`src/rtl/data_mem_responder_if.sv`:
```
// Load/store bus between the datapath (initiator) and the data memory responder.
interface data_mem_responder_if;
    logic        req;
    logic        we;
    logic [31:0] addr;
    logic [31:0] wdata;
    logic [31:0] rdata;
    logic        ready;
    logic        err;
    logic        busy;

    modport master (
        output req, we, addr, wdata,
        input  rdata, ready, err, busy
    );

    modport slave (
        input  req, we, addr, wdata,
        output rdata, ready, err, busy
    );
endinterface

```
`src/rtl/data_mem_responder.sv`:
```
// Data memory responder: word RAM plus LED/switch/cycle-counter MMIO window,
// with a fixed number of wait states and a one-cycle ready strobe.
module data_mem_responder #(
    parameter int          DEPTH_WORDS = 64,
    parameter int          WAIT_STATES = 2,
    parameter logic [31:0] MMIO_BASE   = 32'h0000_0400
) (
    input  logic                 clk,
    input  logic                 rst,
    data_mem_responder_if.slave  bus,
    input  logic [7:0]           sw_in,
    output logic [7:0]           led
);
    localparam int          AW        = $clog2(DEPTH_WORDS);
    localparam logic [31:0] RAM_BYTES = 32'(DEPTH_WORDS * 4);
    localparam logic [3:0]  WS        = 4'(WAIT_STATES);

    typedef enum logic [1:0] {IDLE, WAIT, RESP} state_t;

    state_t      state, state_nx;
    logic [3:0]  cnt;
    logic [31:0] addr_q, wdata_q;
    logic        we_q;
    logic [31:0] cyc;
    logic [7:0]  sw_s1, sw_s2;
    logic [31:0] rdata_q;
    logic        err_q;
    logic [31:0] mem [DEPTH_WORDS];

    // The access being decoded: live bus in IDLE (needed when RESP follows the
    // capture edge directly), captured copy otherwise.
    logic [31:0] acc_addr;
    logic        acc_we;
    logic        is_ram, is_led, is_sw, is_cyc, fault;
    logic [31:0] read_val;
    logic        enter_resp;
    logic        commit;

    assign acc_addr   = (state == IDLE) ? bus.addr : addr_q;
    assign acc_we     = (state == IDLE) ? bus.we   : we_q;
    assign enter_resp = (state != RESP) && (state_nx == RESP);
    assign commit     = (state == RESP) && we_q;

    // Address decode; MMIO_BASE is aligned so the equality tests imply alignment.
    always_comb begin
        is_ram   = (acc_addr[1:0] == 2'b00) && (acc_addr < RAM_BYTES);
        is_led   = (acc_addr == MMIO_BASE);
        is_sw    = (acc_addr == MMIO_BASE + 32'd4);
        is_cyc   = (acc_addr == MMIO_BASE + 32'd8);
        fault    = !(is_ram || is_led || is_sw || is_cyc);
        read_val = 32'd0;
        if (is_ram)      read_val = mem[acc_addr[AW+1:2]];
        else if (is_led) read_val = {24'd0, led};
        else if (is_sw)  read_val = {24'd0, sw_s2};
        else if (is_cyc) read_val = cyc;
    end

    // Next-state logic.
    always_comb begin
        state_nx = state;
        case (state)
            IDLE: if (bus.req) state_nx = (WAIT_STATES > 0) ? WAIT : RESP;
            WAIT: if (cnt == 4'd1) state_nx = RESP;
            RESP: state_nx = IDLE;
            default: state_nx = IDLE;
        endcase
    end

    // State register, request capture and wait counter.
    always_ff @(posedge clk or negedge rst) begin
        if (!rst) begin
            state   <= IDLE;
            cnt     <= 4'd0;
            addr_q  <= 32'd0;
            wdata_q <= 32'd0;
            we_q    <= 1'b0;
        end else begin
            state <= state_nx;
            if (state == IDLE && bus.req) begin
                addr_q  <= bus.addr;
                wdata_q <= bus.wdata;
                we_q    <= bus.we;
                cnt     <= WS;
            end else if (state == WAIT) begin
                cnt <= cnt - 4'd1;
            end
        end
    end

    // Response data/error registered on entry to RESP, held until the next one.
    always_ff @(posedge clk or negedge rst) begin
        if (!rst) begin
            rdata_q <= 32'd0;
            err_q   <= 1'b0;
        end else if (enter_resp) begin
            rdata_q <= (acc_we || fault) ? 32'd0 : read_val;
            err_q   <= fault;
        end
    end

    // LED register written at the edge that ends RESP.
    always_ff @(posedge clk or negedge rst) begin
        if (!rst)                 led <= 8'd0;
        else if (commit && is_led) led <= wdata_q[7:0];
    end

    // RAM store; contents survive reset, and reset forces IDLE so no write lands.
    always_ff @(posedge clk) begin
        if (commit && is_ram) mem[addr_q[AW+1:2]] <= wdata_q;
    end

    // Free-running cycle counter and switch synchronizer.
    always_ff @(posedge clk or negedge rst) begin
        if (!rst) begin
            cyc   <= 32'd0;
            sw_s1 <= 8'd0;
            sw_s2 <= 8'd0;
        end else begin
            cyc   <= cyc + 32'd1;
            sw_s1 <= sw_in;
            sw_s2 <= sw_s1;
        end
    end

    assign bus.ready = (state == RESP);
    assign bus.err   = err_q && (state == RESP);
    assign bus.busy  = (state != IDLE);
    assign bus.rdata = rdata_q;
endmodule

```
`src/flat_wrapper.sv`:
```
// flat-port wrapper written by rule: the top's interface ports become plain ports
module data_mem_responder_flat 
#(
    parameter int          DEPTH_WORDS = 64,
    parameter int          WAIT_STATES = 2,
    parameter logic [31:0] MMIO_BASE   = 32'h0000_0400
)
  (clk, rst, sw_in, led, bus_req, bus_we, bus_addr, bus_wdata, bus_rdata, bus_ready, bus_err, bus_busy);
  data_mem_responder_if bus_i ();
  input  logic clk;
  input  logic rst;
  input  logic [7:0] sw_in;
  output logic [7:0] led;
  input wire logic [$bits(bus_i.req)-1:0] bus_req;
  input wire logic [$bits(bus_i.we)-1:0] bus_we;
  input wire logic [$bits(bus_i.addr)-1:0] bus_addr;
  input wire logic [$bits(bus_i.wdata)-1:0] bus_wdata;
  output wire logic [$bits(bus_i.rdata)-1:0] bus_rdata;
  output wire logic [$bits(bus_i.ready)-1:0] bus_ready;
  output wire logic [$bits(bus_i.err)-1:0] bus_err;
  output wire logic [$bits(bus_i.busy)-1:0] bus_busy;
  assign bus_i.req = bus_req;
  assign bus_i.we = bus_we;
  assign bus_i.addr = bus_addr;
  assign bus_i.wdata = bus_wdata;
  assign bus_rdata = bus_i.rdata;
  assign bus_ready = bus_i.ready;
  assign bus_err = bus_i.err;
  assign bus_busy = bus_i.busy;
  data_mem_responder #(.DEPTH_WORDS(DEPTH_WORDS), .WAIT_STATES(WAIT_STATES), .MMIO_BASE(MMIO_BASE)) u_core (.clk(clk), .rst(rst), .bus(bus_i), .sw_in(sw_in), .led(led));
endmodule
```
`config.mk`:
```
export PLATFORM = sky130hd
export DESIGN_NAME = data_mem_responder_flat
export DESIGN_NICKNAME = d
export VERILOG_FILES = /design/src/rtl/data_mem_responder_if.sv /design/src/rtl/data_mem_responder.sv /design/src/flat_wrapper.sv
export SDC_FILE = /design/constraint.sdc
export NUM_CORES = 2
export LEC_CHECK = 0
export BUFFER_PORTS_ARGS = -buffer_cell sky130_fd_sc_hd__buf_2
export CORE_ASPECT_RATIO = 0.6
export CORE_MARGIN = 5
export CORE_UTILIZATION = 30
export CTS_CLUSTER_DIAMETER = 200
export DETAILED_ROUTE_END_ITERATION = 12
export GPL_TIMING_DRIVEN = 0
export HOLD_SLACK_MARGIN = 0.02
export PLACE_DENSITY = 0.42
export SYNTH_ARGS = -nofsm -noshare
export SYNTH_HDL_FRONTEND = slang
export SYNTH_SLANG_ARGS = --single-unit
```
`constraint.sdc`:
```
create_clock -name clk -period 6.55 [get_ports clk]
set_input_delay 1.31 -clock clk [delete_from_list [all_inputs] [get_ports clk]]
set_output_delay 1.31 -clock clk [all_outputs]
set_load 0.005 [all_outputs]
```
==> results.py <==
metrics = {
    "yosys": {
        "synthesis.nets": 5611,
        "yosys.area.top_type": "edfxtp_1",
        "synth_top_area_share_pct": 71.0,
        "ys_types": 85,
        "synth_warnings": 0,
        "synth_seq_area_share_pct": 75.6,
        "synth-edff-count": 2048,
        "yosys-top-cells-area": "edfxtp_1 (71%), nand2_1 (5.2%), dfrtp_1 (4.6%), mux4_2 (4.0%), mux2i_1 (2.4%)",
        "syn_avg_cell_area_um2": 15.7,
        "synth_area_um2": 86600,
        "synth_ff_type": "edfxtp_1",
        "synth_cells": 5532,
        "synthArstFlopShare_pct": 7.25,
        "ys_ff_latch": 2208,
    },
    "setup_path": {
        "cp.arrival_ns": 7.22,
        "slowest_delay_ns": 1.21,
        "crit_family": "simple AND/OR/NAND/NOR gates",
        "regToRegSetupSlack_ns": 0.11,
        "crit_buf_inv": 4,
        "path_max_fanout": 10,
        "worst-endpoint-required_ns": 7.34,
        "crit_chain": "buf_4 -> nor2_4 -> inv_2 -> a31oi_1 -> buf_2 -> buf_2 -> o22ai_1 -> nor4_1 -> nor3_1 -> nor4_1 -> o31ai_1",
        "crit_path_top_delay_cell": "a31oi_1",
        "endpoint_kind": "flip-flop",
        "start_kind": "flip-flop",
        "crit_type": "flip-flop to flip-flop",
    },
    "clock_tree": {
        "cts_tree": "done",
        "cts_resized": 0,
        "post-cts-setup-buffers": 0,
        "htree_levels": 4,
        "path_clk_slew_ns": 0.07,
        "cts.sinks": 2208,
        "hold_buffers": 0,
        "clock-root-buffer": "clkbuf_16",
        "clock_path_buffers": 4,
        "clk_latency_ns": 0.96,
        "cts_buffers": 212,
    },
    "die": {
        "fp.dieH_um": 426,
        "initial_core_util_pct": 30.2,
        "num_io_pins": 119,
        "core_um2": 287000,
        "die_w_um": 704,
        "dieArea_um2": 300000,
        "rows": 152,
    },
    "grt": {
        "antenna_found_initial": 73,
        "grt_pass1_wl_um": 579000,
        "gr-usage-all-layers_pct": 29.9,
        "use_met3_pct": 18.4,
        "grtUsageMet2_pct": 36.9,
        "top_usage_layer": "met1",
        "met1_usage_pct": 42.2,
        "grt_max_degree": 89,
        "grt_overflow": 0,
        "grt_pass1_vias": 53257,
    },
    "route": {
        "drtPass1Iterations": 8,
        "drt_iter0_markers": 12358,
        "wl_um": 461000,
        "via_per_inst": 6.04,
        "wl_per_cell_um": 45.5,
        "ant_nets": 0,
        "drc": 0,
        "via_count": 61233,
    },
    "placed_design": {
        "placed_area_um2": 96700,
        "portBuffers": 118,
        "gp_congestion": 0.977,
        "dp_hpwl_um": 326000,
    },
    "power": {
        "clock_power_share_pct": 21.7,
        "p_sw_share_pct": 47.9,
        "p_seq_share_pct": 32.2,
        "ir_drop_v": 0.000366,
        "p_int_mw": 29.6,
        "p_switching_mw": 27.3,
        "power.leakage_nw": 34.4,
        "power.density_nw_per_um2": 550,
        "comb_power_share_pct": 46.1,
    },
    "final_layout": {
        "drive_above_1_share_pct": 18.4,
        "finalInstanceArea_um2": 103000,
        "nets": 6149,
        "area.growth.synth_to_final_pct": 19.4,
    },
    "timing": {
        "post-route-period-util_pct": 98.3,
        "tns_ns": 0,
        "drv_slew": 173,
        "slew-limit-headroom_pct": -21.0,
        "hold_viol_final": 0,
        "min_period_ns": 6.44,
        "fin_skew_ns": 0.0892,
        "max_slew.worst_pin.slew_ns": 1.80,
        "setup_violations": 0,
        "max_freq_mhz": 155,
        "rsz0062_at_grt": "no",
        "hold_slack_ns": 0.351,
    },
    "run_status": {
        "status": "finished, violations left",
        "violations": "capacitance limit, slew limit",
    },
    "min_path": {
        "hold_class": "flip-flop to flip-flop",
    },
    "run": {
        "drv_cap": 23,
    },
}
==> state kept, by name, indices dropped and copies added (netlist names) <==
name and count:
u_core.addr_q 32, u_core.bus.rdata 32, u_core.cnt 4, u_core.cyc 32, u_core.err_q 1, u_core.led 8, u_core.mem 2048, u_core.state 2
u_core.sw_s1 8, u_core.sw_s2 8, u_core.wdata_q 32, u_core.we_q 1
==> final cells by class <==
type	count	area (um^2)
Fill cell	27242	183000
Sequential cell	2208	65600
Multi-Input combinational cell	2988	19600
Clock buffer	291	5850
Tap cell	3850	4820
Timing Repair Buffer	324	4680
Buffer	327	2060
Clock inverter	93	712
Antenna cell	47	118
Inverter	9	33.8
==> cell usage after synthesis, drive strengths merged, types with 32 or more instances <==
library cell / n
a32oi: 86
o21ai: 93
a22oi: 52
o22ai: 32
a21oi: 139
buf: 231
mux2i: 205
a211oi: 57
nor2: 145
nand4: 44
and3: 64
a31oi: 94
dfrtp: 160
edfxtp: 2048
clkbuf: 96
nand2: 1192
nor4: 42
mux4: 157
nand3: 293
==> cells by family after synthesis <==
family                   after synthesis  share of synthesized area, %
AO/OA/AOI/OAI                        730                          5.85
adder cells (fa/ha/maj)                3                        0.0433
buffers and inverters                336                          2.39
multiplexers                         378                          6.68
XOR/XNOR                              32                         0.323
AND/OR/NAND/NOR                     1845                          9.11
flip-flops                          2208                          75.6
==> layout by cell type, fill, tap and decap left out, types with 38 or more instances in the layout <==
cell type,netlist,routed
a211oi_1,56,56
a21oi_1,139,137
a22oi_1,52,52
a31oi_1,94,93
a32oi_1,86,86
and3_1,64,64
buf_12,4,139
buf_2,96,217
buf_4,67,80
buf_6,42,51
clkbuf_1,96,137
clkbuf_16,0,215
clkinv_2,0,39
dfrtp_1,160,128
diode_2,0,47
edfxtp_1,2048,2048
mux2i_1,205,202
mux4_2,152,152
nand2_1,1189,1189
nand3_1,293,293
nand4_1,44,44
nor2_1,139,71
nor2_4,2,66
nor4_1,42,38
o21ai_0,78,73
==> metal layers <==
layer / share of wire (%) / up-vias / routed length, um
li1: - / 22539 / -
met1: 42 / 32280 / 192000
met2: 37 / 5483 / 168000
met3: 18 / 897 / 83000
met4: 3.7 / 34 / 17100
met5: 0.14 / - / 656
==> worst reg2reg max path, cell delays in order (launching register included) <==
cell and delay [ns]:
dfrtp_1 0.49, buf_4 0.25, nor2_4 0.19, inv_2 0.15, a31oi_1 1.21, buf_2 0.81
buf_2 0.81, o22ai_1 0.20, nor4_1 0.80, nor3_1 0.15, nor4_1 1.11, o31ai_1 0.16
==> metrics by stage <==
stage	util [%]	instances	worst slack (ns)	power, mW
detailed placement	33.7	9695	0.0159	42.6
global route	36.0	10091	0.445	56.9
global placement	32.1	9500	-3.40	41.8
CTS	36.0	10079	0.793	54.7
floorplan	-	5532	2.05	27.9
finish	36.1	10137	0.114	56.9
==> worst paths after layout <==
| path | start | end | cells after the start |
|---|---|---|---|
| max | u_core.state[1] | u_core.bus.rdata[31] | 11 |
| min | u_core.sw_s1[1] | u_core.sw_s2[1] | 0 |
| max reg2reg | u_core.state[1] | u_core.bus.rdata[31] | 11 |
| min reg2reg | u_core.sw_s1[1] | u_core.sw_s2[1] | 0 |
| max in group asynchronous | rst | u_core.wdata_q[23] | 2 |
| min in group asynchronous | rst | u_core.sw_s1[3] | 1 |
==> power by group through the flow <==
stage | combinational (mW) | sequential, mW | clock (mW)
after floorplan | 9.24 | 18.7 | 0
after global placement | 21.5 | 20.3 | 0
after detailed placement | 24.0 | 18.6 | 0
after CTS | 24.1 | 18.3 | 12.4
after global routing | 25.6 | 18.3 | 13.0
final | 26.3 | 18.3 | 12.4
Note: power is estimated with default switching activity, not from simulation.
